`src/rtl/fport_pkg.sv`:
```
// rtl/fport_pkg.sv - FPort framing constants and FSM states shared by encoder and decoder
package fport_pkg;

    localparam logic [7:0] FPORT_DELIM     = 8'h7E;
    localparam logic [7:0] FPORT_ESC       = 8'h7D;
    localparam logic [7:0] FPORT_XOR       = 8'h20;
    localparam logic [7:0] FPORT_LEN_CTRL  = 8'h19;
    localparam logic [7:0] FPORT_TYPE_CTRL = 8'h00;

    localparam int NUM_CHANNELS    = 16;
    localparam int CH_BITS         = 11;
    localparam int CTRL_DATA_BYTES = 22;

    // Raw frame byte positions: head, LEN, TYPE, D0..D21, flags, rssi, CRC, tail
    localparam logic [4:0] IDX_LEN   = 5'd1;
    localparam logic [4:0] IDX_TYPE  = 5'd2;
    localparam logic [4:0] IDX_D0    = 5'd3;
    localparam logic [4:0] IDX_D21   = 5'd24;
    localparam logic [4:0] IDX_FLAGS = 5'd25;
    localparam logic [4:0] IDX_RSSI  = 5'd26;
    localparam logic [4:0] IDX_CRC   = 5'd27;
    localparam logic [4:0] IDX_TAIL  = 5'd28;

    typedef enum logic [2:0] {
        ST_IDLE,
        ST_LOAD,
        ST_WAIT_TX,
        ST_SEND,
        ST_GUARD,
        ST_NEXT,
        ST_DONE
    } fport_state_e;

    function automatic logic fport_needs_stuff(input logic [7:0] b);
        return (b == FPORT_DELIM) || (b == FPORT_ESC);
    endfunction

endpackage

```
`src/rtl/fport_crc8_acc.sv`:
```
// rtl/fport_crc8_acc.sv - FPort end-around-carry byte accumulator and checksum
module fport_crc8_acc (
    input  logic       clk_i,
    input  logic       rst_i,
    input  logic       clear_i,
    input  logic       add_i,
    input  logic [7:0] byte_i,
    output logic [7:0] crc_o
);
    logic [7:0] acc_q, acc_d;
    logic [8:0] sum;

    always_comb begin
        sum   = {1'b0, acc_q} + {1'b0, byte_i};
        acc_d = acc_q;
        if (clear_i) begin
            acc_d = 8'h00;
        end else if (add_i) begin
            acc_d = sum[7:0] + {7'b0, sum[8]};
        end
    end

    always_ff @(posedge clk_i) begin
        if (rst_i) begin
            acc_q <= 8'h00;
        end else begin
            acc_q <= acc_d;
        end
    end

    assign crc_o = 8'hFF - acc_q;

endmodule

```
`src/rtl/fport_encode.sv`:
```
// rtl/fport_encode.sv - builds, stuffs and serialises one FPort control frame per start
module fport_encode
    import fport_pkg::*;
#(
    parameter int NUM_CHANNELS = 16,
    parameter int CH_BITS      = 11
) (
    input  logic                            clock,
    input  logic                            reset,
    input  logic                            start,
    input  logic [NUM_CHANNELS*CH_BITS-1:0] channels,
    input  logic [7:0]                      flags,
    input  logic [7:0]                      rssi,
    input  logic                            tx_busy,
    output logic [7:0]                      tx_data,
    output logic                            tx_send,
    output logic                            busy,
    output logic                            frame_done
);
    localparam int CH_W = NUM_CHANNELS * CH_BITS;

    fport_state_e state_q, state_d;
    logic [4:0]   idx_q, idx_d;
    logic         esc_q, esc_d;
    logic [7:0]   data_q, data_d;
    logic [CH_W-1:0] sh_ch_q;
    logic [7:0]   sh_flags_q, sh_rssi_q;

    logic         accept;
    logic         crc_clear, crc_add;
    logic [7:0]   crc_byte;
    logic [4:0]   sel_idx;
    logic [4:0]   d_idx;
    logic [7:0]   raw;

    fport_crc8_acc u_crc (
        .clk_i   (clock),
        .rst_i   (reset),
        .clear_i (crc_clear),
        .add_i   (crc_add),
        .byte_i  (raw),
        .crc_o   (crc_byte)
    );

    // While an escape is pending the current byte is re-read for its XORed form
    assign sel_idx = esc_q ? idx_q : idx_q + 5'd1;
    assign d_idx   = sel_idx - IDX_D0;

    always_comb begin
        raw = 8'h00;
        if (sel_idx == 5'd0 || sel_idx == IDX_TAIL) raw = FPORT_DELIM;
        else if (sel_idx == IDX_LEN)                raw = FPORT_LEN_CTRL;
        else if (sel_idx == IDX_TYPE)               raw = FPORT_TYPE_CTRL;
        else if (sel_idx <= IDX_D21)                raw = sh_ch_q[{d_idx, 3'b000} +: 8];
        else if (sel_idx == IDX_FLAGS)              raw = sh_flags_q;
        else if (sel_idx == IDX_RSSI)               raw = sh_rssi_q;
        else if (sel_idx == IDX_CRC)                raw = crc_byte;
    end

    always_comb begin
        state_d    = state_q;
        idx_d      = idx_q;
        esc_d      = esc_q;
        data_d     = data_q;
        accept     = 1'b0;
        crc_clear  = 1'b0;
        crc_add    = 1'b0;
        tx_send    = 1'b0;
        busy       = 1'b1;
        frame_done = 1'b0;
        case (state_q)
            ST_IDLE, ST_DONE: begin
                busy       = 1'b0;
                frame_done = (state_q == ST_DONE);
                state_d    = ST_IDLE;
                if (start) begin
                    accept    = 1'b1;
                    crc_clear = 1'b1;
                    state_d   = ST_LOAD;
                end
            end
            ST_LOAD: begin
                idx_d   = 5'd0;
                esc_d   = 1'b0;
                data_d  = FPORT_DELIM;
                state_d = ST_WAIT_TX;
            end
            ST_WAIT_TX: begin
                if (!tx_busy) state_d = ST_SEND;
            end
            ST_SEND: begin
                tx_send = 1'b1;
                state_d = ST_GUARD;
            end
            ST_GUARD: begin
                state_d = (idx_q == IDX_TAIL && !esc_q) ? ST_DONE : ST_NEXT;
            end
            ST_NEXT: begin
                state_d = ST_WAIT_TX;
                if (esc_q) begin
                    data_d = raw ^ FPORT_XOR;
                    esc_d  = 1'b0;
                end else begin
                    idx_d   = sel_idx;
                    // Folding at selection time keeps the CRC complete before IDX_CRC is read
                    crc_add = (sel_idx >= IDX_LEN) && (sel_idx <= IDX_RSSI);
                    if ((sel_idx >= IDX_LEN) && (sel_idx <= IDX_CRC) && fport_needs_stuff(raw)) begin
                        data_d = FPORT_ESC;
                        esc_d  = 1'b1;
                    end else begin
                        data_d = raw;
                    end
                end
            end
            default: state_d = ST_IDLE;
        endcase
    end

    always_ff @(posedge clock) begin
        if (reset) begin
            state_q    <= ST_IDLE;
            idx_q      <= 5'd0;
            esc_q      <= 1'b0;
            data_q     <= 8'h00;
            sh_ch_q    <= '0;
            sh_flags_q <= 8'h00;
            sh_rssi_q  <= 8'h00;
        end else begin
            state_q <= state_d;
            idx_q   <= idx_d;
            esc_q   <= esc_d;
            data_q  <= data_d;
            if (accept) begin
                sh_ch_q    <= channels;
                sh_flags_q <= flags;
                sh_rssi_q  <= rssi;
            end
        end
    end

    assign tx_data = data_q;

endmodule

```
`config.mk`:
```
export PLATFORM = sky130hd
export DESIGN_NAME = fport_encode
export DESIGN_NICKNAME = d
export VERILOG_FILES = /design/src/rtl/fport_pkg.sv /design/src/rtl/fport_crc8_acc.sv /design/src/rtl/fport_encode.sv
export SDC_FILE = /design/constraint.sdc
export NUM_CORES = 1
export LEC_CHECK = 0
export ABC_AREA = 0
export ABC_CLOCK_PERIOD_IN_PS = 7000
export CORE_ASPECT_RATIO = 1.4
export CORE_MARGIN = 8
export CORE_UTILIZATION = 25
export DETAILED_ROUTE_END_ITERATION = 16
export HOLD_SLACK_MARGIN = 0.05
export PLACE_DENSITY = 0.44
export RECOVER_POWER = 50
export SLEW_MARGIN = 30
export SYNTH_ARGS = -nofsm -noshare
export SYNTH_HDL_FRONTEND = slang
export SYNTH_SLANG_ARGS = --single-unit
```
`constraint.sdc`:
```
create_clock -name clock -period 7 [get_ports clock]
set_input_delay 1.4 -clock clock [delete_from_list [all_inputs] [get_ports clock]]
set_output_delay 1.4 -clock clock [all_outputs]
set_load 0.03 [all_outputs]
```
Word-level counts from Yosys, hierarchy flattened
Index checks and enable logic that the tools add are counted.

storage, ports and cells
  output and inout port bits = 11
  logic and storage cells = 77
  bits of input ports = 196
  register bits after elaboration = 217

cells by class
  add/subtract/negate cells = 5
  order comparisons = 4
  equal/unequal tests = 17
  reductions and logical operators = 14
  muxes and demuxes = 27
  shift-type cells = 1
  bitwise logic cells = 1

operator list
  operator               number
  $shiftx A176 B9 Y8     1
  $mux W8                9
  $eq A5 B5 Y1 const B   5
  $eq A8 B7 Y1 const B   2
  $pmux W8 S2            1
  $le A5 B5 Y1 const B   3
  $pmux W3 S5            1
  $mux W1                10
  $mux W5                2
  $pmux W5 S2            1
  $add A8 B8 Y9          1
  $eq A3 B3 Y1 const B   3
  $add A8 B1 Y8          1
  $sub A8 B8 Y8 const A  1
  $eq A3 B2 Y1 const B   2
  $reduce_or A2 Y1       3
  $add A5 B1 Y5 const B  1
  $eq A5 B1 Y1 const B   1
  $eq A5 B2 Y1 const B   1
  $ge A5 B1 Y1 const B   1
  $logic_not A5 Y1       1
  $sub A5 B2 Y5 const B  1
  $logic_and A1 B1 Y1    4
  $ne A2 B2 Y1 const B   2
  10 further kinds       11

Depth between registers and ports, before layout
Gate-level depths: netlist of the first run.

  depth in word-level cells = 16
  gate-level depth with buffers = 32
  gate-level depth less buffers = 29

Hierarchy
From an unflattened synthesis of the first run, not the netlist that was laid out.

unflattened totals
  cell total of the unflattened synthesis = 1316
  area, all modules = 10626.4 um2

by module, submodules not included
  module          sequential area each (um2)  instances  cells an instance  area an instance (um2)
  fport_encode    4184.0                      1          1218               9799.4
  fport_crc8_acc  160.2                       1          98                 827.0

Worst setup path after synthesis of the first run
No wires, ideal clock.

  path kind = flip-flop to flip-flop
  start point = register esc_q
  end point = register u_crc.acc_q[7]
  stages on the path, launching flop included = 32
  arrival = 5.513 ns
  path buffers = 5
  library setup time = 0.078 ns
  path slack = 1.409 ns
  clock period less this slack = 5.591 ns
  required time = 6.922 ns
  cells stage by stage = dfxtp_1 buf_6 xnor2_4 inv_2 buf_6 buf_4 ha_1 clkbuf_1 clkbuf_1 mux4_2 nand2_1 nand4_1 o211ai_1 a32oi_1 nor2b_1 ha_1 inv_1 fa_1 inv_1 a21oi_1 o21bai_1 a31oi_1 o21bai_1 a21o_1 ha_1 and3_1 and3_1 nand3_1 xnor2_1 xnor2_1 mux2i_1 nor3_1

between the ends
  word-level cells in the longest chain between the ends = 11
  elaborated cells between the ends (all ways) = 26
  classes of those cells = 3 x add/sub; 3 x order compare; 6 x eq/ne; 1 x shift; 10 x mux; 3 x reduce/logical

RTL lines
  item                                                    RTL line              text
  start, declared                                         fport_encode.sv:24    logic esc_q, esc_d;
  start signal, assigned                                  fport_encode.sv:131   esc_q <= esc_d;
  branches (longest 11 deep; another with $add A8 B8 Y9)  n/a
  end signal, assigned                                    fport_crc8_acc.sv:25  acc_q <= 8'h00;
  end signal, assigned                                    fport_crc8_acc.sv:27  acc_q <= acc_d;
  end, declared                                           fport_crc8_acc.sv:10  logic [7:0] acc_q, acc_d;

Several ways; the timed one is not identified.
A chain may end at the register's enable or synchronous reset.

Final worst setup path of the first run
  start point = register idx_q[0]
  end point = register u_crc.acc_q[7]

between the ends
  word-level cells in the longest chain between the ends = 12
  elaborated cells between the ends (all ways) = 27
  classes of those cells = 4 x add/sub; 3 x order compare; 6 x eq/ne; 1 x shift; 10 x mux; 3 x reduce/logical

RTL lines
  item                                                    RTL line             text
  start, declared                                         fport_encode.sv:23   logic [4:0] idx_q, idx_d;
  start signal, assigned                                  fport_encode.sv:130  idx_q <= idx_d;
  $add A5 B1 Y5                                           fport_encode.sv:46   assign sel_idx = esc_q ? idx_q : idx_q + 5'd1;
  $mux W5 *                                               fport_encode.sv:46
  branches (longest 10 deep; another with $add A8 B8 Y9)  n/a

Mark *: on every way between the ends.

==> results of run 1 <==
==> cells in the mapped netlist (7+ instances only) <==
| library cell | instances |
|---|---|
| sky130_fd_sc_hd__inv_1 | 16 |
| sky130_fd_sc_hd__clkbuf_1 | 78 |
| sky130_fd_sc_hd__nor3_1 | 16 |
| sky130_fd_sc_hd__nand2_1 | 440 |
| sky130_fd_sc_hd__ha_1 | 17 |
| sky130_fd_sc_hd__nor2_1 | 44 |
| sky130_fd_sc_hd__xnor2_1 | 14 |
| sky130_fd_sc_hd__a21oi_1 | 232 |
| sky130_fd_sc_hd__mux2i_1 | 21 |
| sky130_fd_sc_hd__xor2_1 | 7 |
| sky130_fd_sc_hd__dfxtp_1 | 217 |
| sky130_fd_sc_hd__nand3_1 | 9 |
| sky130_fd_sc_hd__mux4_2 | 35 |
| sky130_fd_sc_hd__o21ai_0 | 22 |
==> power breakdown <==
part	leakage, nW	switching, mW	internal [mW]	total, mW
sequential	1.78	0.0584	1.33	1.39
clock	0.397	0.540	0.811	1.35
combinational	2.91	0.266	0.216	0.482
==> logic make-up (layout without fill, tap and decap cells) <==
family	after synthesis	count (layout)	share of synthesized area [%]
and+or+nand+nor	552	552	21.7
adders and majority gates	18	18	2.22
muxes	57	57	9.63
DFF	217	217	41.4
xor gates and xnor gates	29	29	3.32
AOI/OAI and AO/OA	317	317	16.9
buffers and inverters	117	284	4.80
==> layer usage <==
layer	part of all wire [%]	vias to the layer above	global-route usage (%)
met5	0	-	0
met4	1.7	0	3.63
met3	3.0	38	1.88
met2	55	159	29.9
met1	40	4669	17.4
li1	-	4735	-
==> timing repair <==
| action | in CTS | in global routing |
|---|---|---|
| gates resized for setup | 0 | 1 |
| endpoints found under the hold margin | 0 | 0 |
| endpoints found under the setup margin | 0 | 1 |
==> stage by stage <==
stage	worst slack, ps	hold WS [ps]
final	761	451
after global routing	171	469
after CTS	590	452
after detailed placement	621	443
after global placement	803	440
after floorplan	1410	431
==> final timing paths <==
path                                                from  slack, ps                           to
worst max-delay path               idx_q[0]$_SDFFE_PP0P_        760  u_crc.acc_q[7]$_SDFFE_PP0P_
worst min-delay path            sh_ch_q[96]$_SDFFE_PP0P_        450     sh_ch_q[96]$_SDFFE_PP0P_
worst max register to register     idx_q[0]$_SDFFE_PP0P_        760  u_crc.acc_q[7]$_SDFFE_PP0P_
worst min register to register  sh_ch_q[96]$_SDFFE_PP0P_        450     sh_ch_q[96]$_SDFFE_PP0P_
==> critical path: cells and delay by family (launching register included) <==
family | cells | cell delay [ps]
DFF | 1 | 510
muxes | 1 | 120
xor gates and xnor gates | 4 | 1090
buffers and inverters | 4 | 610
and+or+nand+nor | 9 | 1180
adders and majority gates | 5 | 1400
AOI/OAI and AO/OA | 7 | 1100
==> sequential cells by signal (all words and copies together) (netlist names) <==
register	cells
esc_q	1
idx_q	5
sh_ch_q	176
sh_flags_q	8
sh_rssi_q	8
state_q	3
tx_data	8
u_crc.acc_q	8
==> area by class of cell <==
class	count	area (um^2)	share of cell area (%)
Tap cell	546	683	4.96
Timing Repair Buffer	222	2180	15.8
Clock inverter	7	119	0.863
Multi-Input combinational cell	973	5670	41.1
Sequential cell	217	4350	31.5
Inverter	18	67.6	0.491
Clock buffer	37	711	5.16
==> impl_metrics.ini, run 1 <==
[run_status]
outcome = finished, violations left
violations = capacitance limit, slew limit

[synth]
synth_top_cells_by_area = sky130_fd_sc_hd__dfxtp_1, sky130_fd_sc_hd__nand2_1, sky130_fd_sc_hd__a21oi_1
synthesis.nets = 1521
netlist_instances = 1307
ys_seq_area_share_pct = 41.4
synth_seq_cells = 217
post_synth_edffs = 0
synth_area_per_cell_um2 = 8.02
synthDominantAreaCellType = sky130_fd_sc_hd__dfxtp_1
number_of_distinct_standard_cells_referenced_by_the_synthesized_netlist = 70
synth-async-reset-ratio_pct = 0
yosysWarnings = 0
synthDominantCellAreaShare_pct = 41.4
post_synth_instance_area_um2 = 10500
synthFlopType = sky130_fd_sc_hd__dfxtp_1

[place]
place.gp.congestion = 0.890
postPlaceCellArea_um2 = 13000
placed_cells_incl_taps = 1976
io_buffers = 206
hpwlAfterDp_um = 29000

[global_routing]
grt_antenna_before_repair = 1
grt_util_all_layers_pct = 15.4
maximum_number_of_pins_on_one_net_before_global_route_repair = 102
vias_in_the_first_global_route = 9793
wire_length_of_the_first_global_routing_pass_um = 59200
gr-total-overflow = 0

[cts]
clock_transition_at_the_register_clock_pins_on_the_worst_setup_and_hold_paths_after_cts_ps = 70
tritoncts.num_buffers = 25
tritoncts_num_sinks = 217
cts-root-to-sink-buffers = 3
cts.htree.levels = 1
cts_hold_repair.buffers = 0
cts_tree = yes
post_cts_buffers = 0
clk-insertion-delay-late_ps = 540
clockRootBuffer = sky130_fd_sc_hd__clkbuf_16

[critical_path]
cp_max_fo = 21
arrival_ps = 6560
critical-path-max-stage-delay_ps = 510
worst_path_most_repeated_cell = sky130_fd_sc_hd__ha_1
worst_ep_required_time_ps = 7320
r2r_cells = 30
timing.critical_path.to_type = flip-flop
start_kind = flip-flop
crit_slowest_cell = sky130_fd_sc_hd__dfxtp_2
criticalPathCategory = flip-flop to flip-flop

[min_path]
hold_path_depth = 2
hp-class = flip-flop to flip-flop

[route]
dr_total_vias = 9601
final_wirelength_um = 39200
detailedRoute.firstPassIterationCount = 4
drtIter0Drc = 491
post-route-drc-count = 0
routed_wire_length_per_instance_um = 19.4
antenna_left = 0
mean_number_of_vias_per_cell = 4.75

[timing]
tns_ps = 0
timing.clock.skew_ps = 15.2
period_share_pct = 89.1
slew_headroom_pct = -67.6
timing.final.max_slew_violations = 263
rsz_0062_raised_after_global_routing = false
worst_margin_pin_slew_ps = 2510
final_hold_viol_count = 0
setup_viol = 0
fmax_mhz = 160
period_minus_slack_ps = 6240

[finish]
fillerInstances = 4491
postLayoutCellArea_um2 = 13800
top_library_cells_by_usage_in_the_layout_fill_and_taps_aside = sky130_fd_sc_hd__nand2_1, sky130_fd_sc_hd__a21oi_1, sky130_fd_sc_hd__dfxtp_1
area_growth_syn_to_layout_pct = 31.4
finish.cell_count_without_fillers = 2020
mostFrequentLayoutCell = sky130_fd_sc_hd__nand2_1
finish.net_count = 1671
fraction_of_layout_instances_using_a_drive_strength_above_1_pct = 7.67
diodes_inserted = 0
fin_util_pct = 33.0

[die]
initial_utilization_pct = 25.1
floorplan.die_area_um2 = 48800
dieHeight_um = 258
die_x_um = 189
design.core.area_um2 = 41800
io_pins = 207
rows = 89

[power_and_ir_drop]
power.static_leakage_nw = 5.08
power.density_nw_per_um2 = 234
totalPowerFinal_mw = 3.22
ir_worst_vdd_uv = 104

[job]
cap_violations = 4
(Power assumes the default switching activity.)
==> run 2: changes to the inputs <==
Settings changed: ABC_CLOCK_PERIOD_IN_PS 7000 to 5300, PLACE_DENSITY 0.44 to 0.45.
Clock period 7 ns to 5.3 ns, I/O delays scaled along.
==> impl_metrics.ini, run 2 (synthesized netlist as in run 1, its figures left out) <==
[critical_path]
worst_setup_path_endpoint = u_crc.acc_q[2]$_SDFFE_PP0P_
critical_path.startpoint = idx_q[0]$_SDFFE_PP0P_
ff2ff_setup_slack_ps = 40
r2r_cells = 29
start_kind = flip-flop
crit-reg2reg-capture = u_crc.acc_q[2]$_SDFFE_PP0P_
crit_slowest_cell = sky130_fd_sc_hd__mux4_2
regToRegStartpoint = idx_q[0]$_SDFFE_PP0P_
criticalPathCategory = flip-flop to flip-flop
cp_max_fo = 5
worst_path_most_repeated_cell = sky130_fd_sc_hd__buf_4
critical-path-max-stage-delay_ps = 500
arrival_ps = 5500
timing.critical_path.to_type = flip-flop
worst_ep_required_time_ps = 5550

[global_routing]
wire_length_of_the_first_global_routing_pass_um = 59000
vias_in_the_first_global_route = 10100
maximum_number_of_pins_on_one_net_before_global_route_repair = 122
grt_antenna_before_repair = 0
gr-total-overflow = 0
grt_util_all_layers_pct = 15.3

[place]
hpwlAfterDp_um = 29200
io_buffers = 206
postPlaceCellArea_um2 = 13300
placed_cells_incl_taps = 2012
place.gp.congestion = 0.877

[min_path]
hp-class = flip-flop to flip-flop
hold_path_depth = 2

[timing]
timing.clock.skew_ps = 9.18
final.hold.worst_slack_ps = 452
timing.final.max_slew_violations = 100
period_minus_slack_ps = 5260
final_hold_viol_count = 0
fmax_mhz = 190
setup_viol = 0
period_share_pct = 99.2
rsz_0062_raised_after_global_routing = true
tns_ps = 0
slew_headroom_pct = -158
worst_margin_pin_slew_ps = 3870

[finish]
postLayoutCellArea_um2 = 14400
mostFrequentLayoutCell = sky130_fd_sc_hd__nand2_1
diodes_inserted = 0
finish.cell_count_without_fillers = 2072
largest_register_ff_count = 176
registers.top_by_ff_count = sh_ch_q
finish.net_count = 1721
area_growth_syn_to_layout_pct = 37.4
fraction_of_layout_instances_using_a_drive_strength_above_1_pct = 12.7
top_library_cells_by_usage_in_the_layout_fill_and_taps_aside = sky130_fd_sc_hd__nand2_1, sky130_fd_sc_hd__a21oi_1, sky130_fd_sc_hd__dfxtp_1

[route]
final_wirelength_um = 38900
dr_total_vias = 9682
mean_number_of_vias_per_cell = 4.67
drtIter0Drc = 504
detailedRoute.firstPassIterationCount = 7
antenna_left = 0
met3WireLength_um = 1350
met1Wirelength_um = 15400
met2_length_um = 21000
post-route-drc-count = 0
routed_wire_length_per_instance_um = 18.8
highest-signal-layer = met4

[cts]
clockRootBuffer = sky130_fd_sc_hd__clkbuf_16
clock_transition_at_the_register_clock_pins_on_the_worst_setup_and_hold_paths_after_cts_ps = 60
clk-insertion-delay-late_ps = 540
tritoncts.num_buffers = 25
cts.htree.levels = 1
cts_hold_repair.buffers = 0
cts_tree = yes
cts-root-to-sink-buffers = 3
tritoncts_num_sinks = 217

[power_and_ir_drop]
power.density_nw_per_um2 = 298
totalPowerFinal_mw = 4.29
power.static_leakage_nw = 5.41
ir_worst_vdd_uv = 157

[die]
floorplan.die_area_um2 = 48800
initial_utilization_pct = 25.1
io_pins = 207
rows = 89
dieHeight_um = 258
design.core.area_um2 = 41800
die_x_um = 189

[job]
cap_violations = 1

[run_status]
violations = capacitance limit, slew limit
outcome = finished, violations left
## run 2: cell types whose count changed in the layout (fill, tap and decap cells not counted), moves of 3 or more
cell,change
sky130_fd_sc_hd__buf_12,+4
sky130_fd_sc_hd__ha_4,+3
sky130_fd_sc_hd__ha_1,-6
sky130_fd_sc_hd__and3_1,-3
sky130_fd_sc_hd__ha_2,+3
sky130_fd_sc_hd__buf_4,+44
sky130_fd_sc_hd__and3_4,+3
sky130_fd_sc_hd__clkbuf_1,-6
sky130_fd_sc_hd__clkinv_2,+5
## run 2: critical path, delay by kind of cell (launching register included)
| kind | cells | cell delay [ps] |
|---|---|---|
| xor gates and xnor gates | 3 | 520 |
| buffers and inverters | 7 | 810 |
| and+or+nand+nor | 4 | 350 |
| muxes | 1 | 500 |
| adders and majority gates | 5 | 1030 |
| AOI/OAI and AO/OA | 9 | 1470 |
| DFF | 1 | 320 |
## run 2: layout make-up
class | instances | area [um^2]
clock buffers | 34 | 709
clock inverters | 12 | 146
fillers | 4426 | 27400
inverters | 18 | 70.1
multi-input cells | 974 | 5830
flip-flops and latches | 217 | 4350
well taps | 546 | 683
repair buffers | 271 | 2620
## run 2: power by group
part           total, mW  internal, mW  switching [mW]
registers           1.84          1.76          0.0827
clock network       1.80          1.09           0.715
logic              0.648         0.295           0.353
total               4.29          3.14            1.15
## run 2: how the worst min path moves through the flow
stage                               start                         end  slack (ps)
3_3_place_gp     sh_ch_q[89]$_SDFFE_PP0P_    sh_ch_q[89]$_SDFFE_PP0P_         440
3_5_place_dp     sh_ch_q[21]$_SDFFE_PP0P_    sh_ch_q[21]$_SDFFE_PP0P_         450
5_1_grt         sh_ch_q[110]$_SDFFE_PP0P_   sh_ch_q[110]$_SDFFE_PP0P_         460
4_1_cts          sh_ch_q[21]$_SDFFE_PP0P_    sh_ch_q[21]$_SDFFE_PP0P_         450
6_report         sh_ch_q[87]$_SDFFE_PP0P_    sh_ch_q[87]$_SDFFE_PP0P_         450
2_1_floorplan  sh_flags_q[1]$_SDFFE_PP0P_  sh_flags_q[1]$_SDFFE_PP0P_         430
## run 2: what timing repair did
| action | 4_1_cts | 5_1_grt |
|---|---|---|
| pin swaps | 2 | 11 |
| resized for setup | 1 | 28 |
| buffers inserted | 1 | 11 |
| gates cloned | 1 | 1 |
| endpoints found under the setup margin | 1 | 6 |
## run 2: per-layer routing
metal / global-route usage, % / vias to the layer above
met2: 29.4 / 207
met1: 17.0 / 4584
li1: - / 4834
met4: 5.42 / 0
met3: 1.90 / 57
met5: 0 / -
## run 2: stage by stage
stage                     setup slack [ps]  utilization, %
after floorplan                       1.27               -
after CTS                             18.5            34.0
after detailed placement              3.97            31.8
final                                 43.9            34.5
after global placement                67.7            31.8
after global routing                  -223            34.5
==> run 3: changes to the inputs <==
Settings changed: ABC_AREA 0 to 1, CELL_PAD_IN_SITES_DETAIL_PLACEMENT set to 0, CELL_PAD_IN_SITES_GLOBAL_PLACEMENT set to 2, PLACE_DENSITY 0.45 to 0.74.
==> impl_metrics.ini, run 3 <==
[critical_path]
worstPathBufferInverterCount = 8
worst_ep_required_time_ps = 5710
cp_max_fo = 8
criticalPathCategory = flip-flop to flip-flop
regToRegStartpoint = idx_q[1]$_SDFFE_PP0P_
start_kind = flip-flop
crit-reg2reg-capture = u_crc.acc_q[7]$_SDFFE_PP0P_
timing.critical_path.to_type = flip-flop
critical_path.top_delay_family = simple AND/OR/NAND/NOR gates
ff2ff_setup_slack_ps = 530
crit_cells = 34
crit_slowest_cell = sky130_fd_sc_hd__fa_1
critical-path-max-stage-delay_ps = 410
arrival_ps = 5190
r2r_cells = 34

[synth]
synth_area_per_cell_um2 = 6.70
synthFlopType = sky130_fd_sc_hd__dfxtp_1
ys_seq_area_share_pct = 41.2
post_synth_instance_area_um2 = 10500
post_synth_edffs = 0
synth_seq_cells = 217
yosys-top-cells-count = sky130_fd_sc_hd__nor2_1, sky130_fd_sc_hd__nand2_1, sky130_fd_sc_hd__o21ai_0, sky130_fd_sc_hd__dfxtp_1, sky130_fd_sc_hd__nand3_1
synthesis.nets = 1788
synth.most_common_cell = sky130_fd_sc_hd__nor2_1
number_of_distinct_standard_cells_referenced_by_the_synthesized_netlist = 39
synth_top_cells_by_area = sky130_fd_sc_hd__dfxtp_1, sky130_fd_sc_hd__nor2_1, sky130_fd_sc_hd__o21ai_0
synthDominantAreaCellType = sky130_fd_sc_hd__dfxtp_1
synthDominantCellAreaShare_pct = 41.2
synth-async-reset-ratio_pct = 0
netlist_instances = 1574
yosysWarnings = 0

[die]
dieHeight_um = 259
design.core.area_um2 = 41900
io_pins = 207
rows = 89
initial_utilization_pct = 25.2
floorplan.die_area_um2 = 49100
die_x_um = 190

[timing]
period_share_pct = 90.1
final.hold.worst_slack_ps = 455
setup_viol = 0
timing.clock.skew_ps = 12.1
tns_ps = 0
period_minus_slack_ps = 4770
fmax_mhz = 209
slew_headroom_pct = -60.6
worst_margin_pin_slew_ps = 2410
timing.final.max_slew_violations = 84
final_hold_viol_count = 0

[route]
mean_number_of_vias_per_cell = 4.62
detailedRoute.firstPassIterationCount = 5
antenna_left = 0
final_wirelength_um = 40000
drtIter0Drc = 418
post-route-drc-count = 0
routed_wire_length_per_instance_um = 17.5
dr_total_vias = 10600

[cts]
tritoncts.num_buffers = 24
cts_tree = yes
cts_hold_repair.buffers = 0
cts-root-to-sink-buffers = 3
clock_transition_at_the_register_clock_pins_on_the_worst_setup_and_hold_paths_after_cts_ps = 60
tritoncts_num_sinks = 217
cts.htree.levels = 1
clockRootBuffer = sky130_fd_sc_hd__clkbuf_16
clk-insertion-delay-late_ps = 530

[finish]
finish.cell_count_without_fillers = 2293
area_growth_syn_to_layout_pct = 32.5
diodes_inserted = 0
registers.top_by_ff_count = sh_ch_q
top_library_cells_by_usage_in_the_layout_fill_and_taps_aside = sky130_fd_sc_hd__nor2_1, sky130_fd_sc_hd__nand2_1, sky130_fd_sc_hd__o21ai_0
finish.net_count = 1945
mostFrequentLayoutCell = sky130_fd_sc_hd__nor2_1
fin_util_pct = 33.4
fraction_of_layout_instances_using_a_drive_strength_above_1_pct = 5.95
largest_register_ff_count = 176

[power_and_ir_drop]
power.static_leakage_nw = 5.67
power.share.switching_pct = 28.3
intPower_mw = 3.34
power_frac_seq_pct = 42.4
ir_worst_vdd_uv = 170
power.density_nw_per_um2 = 334
power_frac_clock_pct = 38.7
p_comb_share_pct = 18.9
power_switching_mw = 1.32
totalPowerFinal_mw = 4.66

[run_status]
outcome = finished, violations left
violations = capacitance limit, slew limit

[min_path]
hp-class = flip-flop to flip-flop
min_delay_worst_endpoint = sh_ch_q[137]$_SDFFE_PP0P_
worstHoldStart = sh_ch_q[137]$_SDFFE_PP0P_
hold_path_depth = 2

[global_routing]
wire_length_of_the_first_global_routing_pass_um = 61200
gr-total-overflow = 0
grt_antenna_before_repair = 0
grt_util_all_layers_pct = 15.8
vias_in_the_first_global_route = 10800
maximum_number_of_pins_on_one_net_before_global_route_repair = 135

[job]
cap_violations = 1

[place]
hpwlAfterDp_um = 30200
io_buffers = 206
placed_cells_incl_taps = 2250
place.gp.congestion = 0.837
-- run 3: cell count changes in the layout (fill, tap and decap cells not counted), moves of 14 or more --
cell / before / now
sky130_fd_sc_hd__inv_1: 15 / 65
sky130_fd_sc_hd__buf_4: 57 / 18
sky130_fd_sc_hd__mux4_2: 35 / 0
sky130_fd_sc_hd__o21ai_0: 21 / 217
sky130_fd_sc_hd__a21oi_1: 231 / 63
sky130_fd_sc_hd__nand3_1: 8 / 182
sky130_fd_sc_hd__nor3_1: 16 / 2
sky130_fd_sc_hd__mux2i_1: 20 / 0
sky130_fd_sc_hd__nor2_1: 44 / 384
sky130_fd_sc_hd__nand2_1: 438 / 244
-- run 3: layer usage --
layer | global-route usage, % | part of all wire [%] | vias up | routed length, um
met5 | 0 | 0 | - | 0
met3 | 2.67 | 4.5 | 49 | 1800
met2 | 29.1 | 52 | 238 | 20800
met4 | 5.13 | 2.9 | 0 | 1150
met1 | 18.1 | 41 | 4853 | 16300
li1 | - | - | 5449 | -
-- run 3: through the flow --
stage / area [um^2] / worst slack, ps
2_1_floorplan: 10500 / 531
3_3_place_gp: 13100 / 250
3_5_place_dp: 13100 / 149
4_1_cts: 14000 / 136
5_1_grt: 14000 / -35.5
6_report: 14000 / 526
-- run 3: how the worst max path moves through the flow --
stage | from | endpoint | slack, ps
final | idx_q[1]$_SDFFE_PP0P_ | u_crc.acc_q[7]$_SDFFE_PP0P_ | 530
after global routing | idx_q[1]$_SDFFE_PP0P_ | u_crc.acc_q[7]$_SDFFE_PP0P_ | -40
after detailed placement | idx_q[0]$_SDFFE_PP0P_ | u_crc.acc_q[7]$_SDFFE_PP0P_ | 150
after global placement | idx_q[0]$_SDFFE_PP0P_ | u_crc.acc_q[7]$_SDFFE_PP0P_ | 250
after CTS | idx_q[0]$_SDFFE_PP0P_ | u_crc.acc_q[7]$_SDFFE_PP0P_ | 140
after floorplan | idx_q[0]$_SDFFE_PP0P_ | u_crc.acc_q[7]$_SDFFE_PP0P_ | 530
-- run 3: power groups by stage --
stage          sequential [mW]  combinational, mW  clock (mW)
5_1_grt                   2.00               1.01        1.92
2_1_floorplan             1.99              0.539           0
3_3_place_gp              2.01              0.901           0
4_1_cts                   1.98              0.907        1.86
3_5_place_dp              2.01              0.904           0
6_report                  1.98              0.881        1.80
-- run 3: cell type report --
type / instances / area [um^2]
Sequential cell: 217 / 4350
Clock buffer: 34 / 709
Inverter: 83 / 332
Clock inverter: 8 / 144
Timing Repair Buffer: 229 / 2280
Multi-Input combinational cell: 1176 / 5470
Fill cell: 4661 / 27900
Tap cell: 546 / 683
-- run 3: logic make-up after synthesis --
kind of cell               share of synthesized area, %
AOI/OAI and AO/OA                                  14.7
xor gates and xnor gates                          0.914
adders and majority gates                          2.21
buffers and inverters                              7.11
DFF                                                41.2
and+or+nand+nor                                    33.9
-- run 3: tightest hold or removal path, delay by kind of cell (launching register included) --
kind | cells | cell delay, ps
AO/OA/AOI/OAI | 1 | 50
buffers and inverters | 1 | 60
flip-flops | 1 | 300
-- run 3: timing repair --
item / 4_1_cts / 5_1_grt
setup buffers: 0 / 1
setup endpoints to repair: 0 / 4
gates resized for setup: 0 / 9
hold endpoints to repair: 0 / 0
